### config.mk
export PLATFORM = sky130hd
export DESIGN_NAME = display_cronometro
export DESIGN_NICKNAME = d
export VERILOG_FILES = /design/src/rtl/cronometro_pkg.sv /design/src/rtl/bcd_2dig.sv /design/src/rtl/display_cronometro.sv
export SDC_FILE = /design/constraint.sdc
export NUM_CORES = 1
export LEC_CHECK = 0
export CAP_MARGIN = 30
export CORE_MARGIN = 5
export CORE_UTILIZATION = 32
export CTS_CLUSTER_SIZE = 28
export DETAILED_ROUTE_END_ITERATION = 6
export GPL_ROUTABILITY_DRIVEN = 0
export HOLD_SLACK_MARGIN = 0.03
export PLACE_DENSITY = 0.47
export SLEW_MARGIN = 25
export SYNTH_ARGS = -nofsm -noshare
export SYNTH_HDL_FRONTEND = slang
export SYNTH_SLANG_ARGS = --single-unit
### constraint.sdc
create_clock -name clk -period 3.6 [get_ports clk]
set_input_delay 0.36 -clock clk [delete_from_list [all_inputs] [get_ports clk]]
set_output_delay 0.36 -clock clk [all_outputs]
set_load 0.01 [all_outputs]
### src/rtl/cronometro_pkg.sv
// Shared constants for the stopwatch display.
// Segment patterns are active-low {g,f,e,d,c,b,a}.
package cronometro_pkg;

  localparam int NUM_DIGITS = 5;

  localparam logic [6:0] MIN_MAX = 7'd9;
  localparam logic [6:0] SEG_MAX = 7'd59;
  localparam logic [6:0] CEN_MAX = 7'd99;

  localparam logic [6:0] SEG_OFF = 7'b1111111;
  localparam logic [4:0] AN_OFF  = 5'b11111;

  function automatic logic [6:0] seg7(
    input logic [3:0] d
  );
    case (d)
      4'd0:    return 7'b1000000;
      4'd1:    return 7'b1111001;
      4'd2:    return 7'b0100100;
      4'd3:    return 7'b0110000;
      4'd4:    return 7'b0011001;
      4'd5:    return 7'b0010010;
      4'd6:    return 7'b0000010;
      4'd7:    return 7'b1111000;
      4'd8:    return 7'b0000000;
      4'd9:    return 7'b0010000;
      default: return SEG_OFF;
    endcase
  endfunction

  function automatic logic [6:0] sat7(
    input logic [6:0] v,
    input logic [6:0] lim
  );
    return (v > lim) ? lim : v;
  endfunction

endpackage

### src/rtl/bcd_2dig.sv
// Binary 0-99 to two BCD digits.
// Pure combinational; callers keep the input in range.
module bcd_2dig (
  input  logic [6:0] bin,
  output logic [3:0] tens,
  output logic [3:0] units
);

  always_comb begin
    tens = '0;
    for (int i = 1; i < 10; i++) begin
      if (bin >= 7'(10 * i)) tens = 4'(i);
    end
    units = 4'(bin - 7'(tens) * 7'd10);
  end

endmodule

### src/rtl/display_cronometro.sv
// Five-digit multiplexed 7-segment driver, M.SS.CC.
// Snapshot taken once per frame so a frame never tears.
module display_cronometro
  import cronometro_pkg::*;
#(
  parameter int CLK_FREQ     = 25_000_000,
  parameter int SCAN_DIV     = CLK_FREQ / 5000,
  parameter int BLANK_CYCLES = 4
) (
  input  logic       clk,
  input  logic       reset_timer,
  input  logic       enable_display,
  input  logic       hold,
  input  logic [3:0] minutos,
  input  logic [5:0] segundos,
  input  logic [6:0] centesimas,
  output logic [6:0] seg,
  output logic       dp,
  output logic [4:0] an
);

  localparam int PW =
    (SCAN_DIV > 1) ? $clog2(SCAN_DIV) : 1;
  localparam logic [PW-1:0] LAST =
    PW'(SCAN_DIV - 1);
  localparam logic [PW-1:0] BLANK =
    PW'(BLANK_CYCLES);
  localparam logic [2:0] LAST_IDX =
    3'(NUM_DIGITS - 1);

  logic [PW-1:0] presc;
  logic [2:0]    idx;
  logic [3:0]    snap_min;
  logic [5:0]    snap_seg;
  logic [6:0]    snap_cen;

  logic [3:0] sec_t, sec_u;
  logic [3:0] cen_t, cen_u;

  bcd_2dig u_sec (
    .bin   ({1'b0, snap_seg}),
    .tens  (sec_t),
    .units (sec_u)
  );

  bcd_2dig u_cen (
    .bin   (snap_cen),
    .tens  (cen_t),
    .units (cen_u)
  );

  logic [3:0] digit;
  logic [4:0] an_d;
  logic       dp_d;
  logic [6:0] seg_d;
  logic       wrap;
  logic       lit;

  assign wrap  = (presc == LAST);
  assign lit   = (presc >= BLANK);
  assign seg_d = seg7(digit);

  // idx0 is the leftmost digit, wired to an[4]
  always_comb begin
    digit = '0;
    an_d  = AN_OFF;
    dp_d  = 1'b1;
    case (idx)
      3'd0: begin
        digit   = snap_min;
        an_d[4] = 1'b0;
        dp_d    = 1'b0;
      end
      3'd1: begin
        digit   = sec_t;
        an_d[3] = 1'b0;
      end
      3'd2: begin
        digit   = sec_u;
        an_d[2] = 1'b0;
        dp_d    = 1'b0;
      end
      3'd3: begin
        digit   = cen_t;
        an_d[1] = 1'b0;
      end
      3'd4: begin
        digit   = cen_u;
        an_d[0] = 1'b0;
      end
      default: ;
    endcase
  end

  always_ff @(posedge clk) begin
    if (reset_timer) begin
      presc    <= '0;
      idx      <= '0;
      snap_min <= '0;
      snap_seg <= '0;
      snap_cen <= '0;
      an       <= AN_OFF;
      seg      <= SEG_OFF;
      dp       <= 1'b1;
    end else if (enable_display) begin
      if (wrap) begin
        presc <= '0;
        idx   <= (idx == LAST_IDX) ?
                 3'd0 : idx + 3'd1;
        if (idx == LAST_IDX && !hold) begin
          snap_min <= 4'(sat7({3'b0, minutos},
                              MIN_MAX));
          snap_seg <= 6'(sat7({1'b0, segundos},
                              SEG_MAX));
          snap_cen <= sat7(centesimas, CEN_MAX);
        end
      end else begin
        presc <= presc + PW'(1);
      end
      if (lit) begin
        an  <= an_d;
        seg <= seg_d;
        dp  <= dp_d;
      end else begin
        an  <= AN_OFF;
        seg <= SEG_OFF;
        dp  <= 1'b1;
      end
    end else begin
      an  <= AN_OFF;
      seg <= SEG_OFF;
      dp  <= 1'b1;
    end
  end

endmodule
## Word-level counts from Yosys, hierarchy flattened

Memories as Yosys holds them, arrays and structs flattened. A register that Yosys moved wholly into a read port is not among the register bits.
Cells that the tools add are included.

| word-level totals | value |
|---|---|
| bits in registers | 39 |
| bits in read-only memories | 112 |
| memories kept | 1 |

Memory list:

| name | words | bits a word | rd ports | clocked after Yosys merged registers in | wr ports | RTL line | source |
|---|---|---|---|---|---|---|---|
| (name not given) | 16 | 7 | 1 | 1 | 0 | cronometro_pkg.sv:17 | `case (d)` |

| operators by class | value |
|---|---|
| add/subtract/negate cells | 4 |
| $mul | 2 |
| $lt $le $gt $ge | 22 |
| eq/ne operators | 5 |
| muxes and demuxes | 30 |
| bitwise gates (word level) | 2 |
| reduce and logical (&&, ||, !) cells | 7 |

Operators with widths:

| operator | number |
|---|---|
| $mux 3 | 9 |
| $ge 6x7->1 const B | 3 |
| $ge 7x6->1 const B | 3 |
| $ge 7x7->1 const B | 3 |
| $mux 4 | 5 |
| $pmux 4 s5 | 1 |
| $ge 6x6->1 const B | 3 |
| $ge 7x5->1 const B | 2 |
| $add 13x1->13 const B | 1 |
| $eq 13x13->1 const B | 1 |
| $ge 13x3->1 const B | 1 |
| $mux 13 | 1 |
| $ge 6x5->1 const B | 2 |
| $mul 4x3->3 const B | 2 |
| $mux 1 | 8 |
| $mux 2 | 4 |
| $sub 4x4->4 | 2 |
| $ge 7x4->1 const B | 1 |
| $gt 7x7->1 const B | 1 |
| $mux 7 | 1 |
| $eq 3x2->1 const B | 2 |
| $ge 6x4->1 const B | 1 |
| $gt 6x6->1 const B | 1 |
| $mux 6 | 1 |
| other kinds (12) | 13 |

## Depth between registers and ports, before layout

| logic depth | value |
|---|---|
| depth in word-level cells | 13 |
| gate-level depth with buffers | 14 |
| mapped depth without buffers | 13 |

## Cells and area by module

From an unflattened synthesis, not the netlist that was laid out.

| second synthesis, totals | value |
|---|---|
| cells, all modules | 327 |
| area, all modules | 2746.4 um^2 |

Modules (own cells, without submodules):

| module | times used | cells an instance | area an instance (um^2) |
|---|---|---|---|
| display_cronometro | 1 | 247 | 2190.9 |
| bcd_2dig (u_cen) | 1 | 42 | 324.1 |
| bcd_2dig (u_sec) | 1 | 38 | 231.5 |

## Least setup slack after synthesis

Ideal clock, no wire load.

| timing | value |
|---|---|
| kind | reg2reg |
| start | register snap_cen[3] |
| end | register seg[5] |
| library setup time | 0.142 ns |
| arrival time | 2.782 ns |
| required time | 3.458 ns |
| path slack | 0.676 ns |
| cell stages (with the launch flop) | 14 |
| path buffers | 1 |
| cell sequence | dfxtp_1 buf_6 nor3b_1 o31ai_2 a21oi_1 a311oi_4 ha_1 inv_1 fa_1 nand3_1 o211a_1 or3b_2 mux2i_1 a41oi_1 |

| on the way | value |
|---|---|
| word-level cells in the longest chain between the ends | 13 |
| elaborated cells between the ends (all ways) | 21 |
| classes of those cells | add/sub (1); mul (1); order compare (9); mux (10) |

RTL lines:

| what | RTL line | source |
|---|---|---|
| start: declaration | display_cronometro.sv:35 | `logic [6:0] snap_cen;` |
| start signal: assignment | display_cronometro.sv:115 | `snap_cen <= sat7(centesimas, CEN_MAX);` |
| $ge 7x4->1 | bcd_2dig.sv:12 | `if (bin >= 7'(10 * i)) tens = 4'(i);` |
| $mux 1 | bcd_2dig.sv:12 |  |
| $mux 2 (2 in a row) | bcd_2dig.sv:12 |  |
| $mux 3 (4 in a row) | bcd_2dig.sv:12 |  |
| $mux 4 (2 in a row) | bcd_2dig.sv:12 |  |
| $mul 4x3->3 | bcd_2dig.sv:14 | `units = 4'(bin - 7'(tens) * 7'd10);` |
| $sub 4x4->4 | bcd_2dig.sv:14 |  |
| $pmux 4 s5 (*) | display_cronometro.sv:68 | `case (idx)` |
| end: declaration | display_cronometro.sv:17 | `output logic [6:0] seg,` |

Mark *: on every way between the ends. The rest lies on a longest branch, timed or not.
A chain may end at the register's enable or synchronous reset.

## Worst setup path after layout

| timing | value |
|---|---|
| start | register snap_cen[5] |
| end | register seg[5] |

| on the way | value |
|---|---|
| word-level cells in the longest chain between the ends | 13 |
| elaborated cells between the ends (all ways) | 21 |
| classes of those cells | add/sub (1); mul (1); order compare (9); mux (10) |

RTL lines:

| what | RTL line |
|---|---|
| $ge 7x4->1 | bcd_2dig.sv:12 |
| $mux 1 | bcd_2dig.sv:12 |
| $mux 2 (2 in a row) | bcd_2dig.sv:12 |
| $mux 3 (4 in a row) | bcd_2dig.sv:12 |
| $mux 4 | bcd_2dig.sv:12 |
| $mux 4 (*) | bcd_2dig.sv:12 |
| $mul 4x3->3 | bcd_2dig.sv:14 |
| $sub 4x4->4 | bcd_2dig.sv:14 |
| $pmux 4 s5 (*) | display_cronometro.sv:68 |

Marks and branches as above.

==> impl_results.md <==
* Number of global-route vias before repair at 1989
* Cell variety after synth at 54
* Worst Setup SP: snap_cen[5]
* Max Cap Violations at 0
* WL per Instance at 12.29 um
* Clk_lat worst skew at 0.30 ns
* Stages on the worst setup path at 12
* Sequential cell area fraction in the yosys report at 0.3604
* Synth top area share at 0.3604
* DIE AREA at 9871 um^2
* GRT Total Usage at 0.1162
* Synth warnings at 0
* Fmax achieved at 0.3045 GHz
* DRC violation total after the first TritonRoute iteration at 60
* Clk slew on worst S/H paths at 0.10 ns
* Cell depth of the worst flop-to-flop path at 12
* Worst Path Buf+Inv at 1
* Syn_area_per_cell at 8.085 um^2
* Post-CTS Setup Repair Bufs at 0
* Slowest cell on crit path: dfxtp_1
* Max stage delay on crit path at 0.59 ns
* Mapped cell area at 2555 um^2
* Initial antenna violation count at 0
* Synth-to-Final Area Change at 20.03%
* Top post-synthesis cells by area: dfxtp_1, ha_1, nand2_1
* Leakage at 1.066 nW
* Post-DRT Antenna Nets at 0
* TritonRoute pass-1 iters at 4
* Worst path required time at 3.78 ns
* Worst Hold Depth at 2
* Core Box Area at 7767 um^2
* Placed inst area at 2973 um^2
* Worst slack, placed at 0.3021 ns
* Status: completed
* #FFs+latches synth at 46
* # DRC at 0
* Synth Instances at 316
* Clk sinks at 46
* Antenna cells at 0
* Crit-path cells: nor3b_1, o31ai_2, a21oi_1, a311oi_4, ha_1, inv_1, fa_1, nand3_1, o211a_1, or3b_2, mux2i_1, a41oi_1
* Post-route setup slack at 0.3156 ns
* Finished Cell Area at 3067 um^2
* Fin crit share at 0.9123
* Min Tclk post-route at 3.284 ns
* Slew Limit Fails at 0
* EDFF count, synth at 0
* DR vias/cell at 4.752
* Setup TNS at 0 ns
* CP Max Fanout at 13
* Final Core Density at 0.3948
* Worst Setup Start Kind: flop
* Crit end category: flop
* Slew margin rel. at 0.5770
* Hold buffers post-CTS at 0
* Total CTS buffers at 5
* Delay-heaviest family, CP: compound AO/OA/AOI/OAI gates
* Setup Viol. Count Final at 0
* Vias at 2124
* PortBufs at 33
* Ys flop type: dfxtp_1
* Max Clock Skew at 0.01034 ns
* Mapped Nets at 353
* Die width at 99.36 um
* R2R setup slack at 0.32 ns
* RSZ-0062 raised after global routing: no
* R2R Path Start: snap_cen[5]
* PwrDens at 289.8 nW/um^2
* Final wirelength at 5493 um
* Hold_sp: snap_min[1]
* Largest net degree at the start of global routing at 23
* Synth area leader: dfxtp_1
* Post-detail-place hpwl at 4117 um
* Post-CTS sizing at 0
* Nets at 381
* Ports at 34
* Fill count at 811
* Fin. Hold Viols at 0
* Share of cells above drive strength 1 at 0.06667
* CTS Buffer Depth at 2
* Crit Path Class: reg2reg
* VDD IR max at 124.1 uV
* Die height at 99.36 um
* Remaining global-route overflow at 0
* Initial core utilization at 0.3289
* Std cell rows at 32
* Actual slew at the worst max-slew pin at 0.6346 ns
* WP data arrival at 3.46 ns
* CTS tree: built
* Hold/Removal Path Class: reg2reg
* CTS root buffer: clkbuf_8
* H-tree levels at 2
* Post-synth ARST share at 0
* First-pass GRT wire length at 9356 um
## sequential cells by signal (all words and copies together) (netlist names)
| name | count |
|---|---|
| presc | 13 |
| snap_min | 4 |
| snap_seg | 6 |
| snap_cen | 7 |
| seg | 7 |
| an | 5 |
| idx | 3 |
| dp | 1 |
## cells in the mapped netlist, types with 2 or more instances
library cell / number
nor3_1: 15
mux2i_1: 2
xnor2_1: 6
ha_1: 14
and3_1: 2
a221o_1: 3
nand2b_1: 6
o21ai_0: 5
xor2_1: 11
fa_1: 2
nand2_1: 45
nand3b_1: 3
inv_1: 14
nand3_1: 8
dfxtp_1: 46
a211oi_1: 2
o21ai_1: 7
nor3b_1: 4
clkbuf_1: 13
or2_2: 3
a21oi_1: 27
a221oi_1: 2
nor2_1: 33
nand4_1: 5
buf_2: 2
a31oi_1: 2
nor2b_1: 4
and2_1: 4
## layout make-up
type / count / area (um^2) / area share
Clock buffer: 5 / 68.82 / 0.02244
Inverter: 15 / 56.30 / 0.01836
Tap cell: 102 / 127.6 / 0.04162
Sequential cell: 46 / 920.9 / 0.3003
Multi-Input combinational cell: 238 / 1500 / 0.4892
Clock inverter: 3 / 25.02 / 0.008160
Timing Repair Buffer: 38 / 367.9 / 0.1200
## cell usage in the layout (no fill, tap or decap), drive strengths merged, types with 2 or more instances in the layout
master / Yosys / routed
clkdlybuf4s50: 0 / 33
a31oi: 2 / 2
a21oi: 27 / 27
nor2: 33 / 33
and2: 4 / 4
nand4: 5 / 5
nand3: 8 / 8
a311oi: 2 / 2
nand3b: 3 / 3
nor3: 15 / 15
buf: 4 / 5
and3: 3 / 3
fa: 2 / 2
nor3b: 5 / 5
nor2b: 4 / 4
clkbuf: 13 / 5
a21boi: 2 / 2
o21ai: 12 / 12
xor2: 11 / 11
mux2i: 2 / 2
dfxtp: 46 / 46
a221o: 3 / 3
nand2b: 6 / 6
nand2: 45 / 45
inv: 15 / 16
or2: 3 / 3
xnor2: 6 / 6
ha: 14 / 14
a211oi: 2 / 2
a221oi: 3 / 3
## stage by stage
step	hold slack, ns	std cells	power (W)
after floorplan	0.4320	316	0.0005415
after global placement	0.4653	439	0.0005716
after detailed placement	0.4654	439	0.0005717
after CTS	0.4778	447	0.0009078
after global routing	0.4934	447	0.0009321
final	0.4802	447	0.0008886
## tightest hold or removal path: stages (launching register included)
cell and delay [ns]:
dfxtp_1 0.33, nand2_1 0.06, a21oi_1 0.05
## routing by layer
metal  wire length, um  GRT usage  vias up
li1                  -          -     1137
met1              2774     0.1606      956
met2              2454     0.1792       25
met3               189    0.02595        6
met4                75    0.03782        0
met5                 0          0        -
## path summary, 6_finish.rpt
path / endpoint
setup / recovery: seg[5]
hold / removal: snap_min[1]
setup reg to reg: seg[5]
hold reg to reg: snap_min[1]
## logic make-up (layout without fill, tap and decap cells)
family                   after synthesis  after routing  synth area share
buffers and inverters                 32             61           0.05240
multiplexers                           2              2          0.007836
flip-flops                            46             46            0.3604
AND/OR/NAND/NOR                      141            141            0.2698
AO/OA/AOI/OAI                         61             61            0.1631
XOR/XNOR                              17             17           0.05828
adder cells (fa/ha/maj)               17             17           0.08815
## power breakdown
part / internal, W / switching [W] / leakage [nW]
sequential: 0.000511 / 0.00000276 / 0.371
combinational: 0.0000269 / 0.0000181 / 0.650
clock: 0.000140 / 0.000189 / 0.0447
total: 0.000679 / 0.000210 / 1.07
Power figures use the tool's default switching activity.
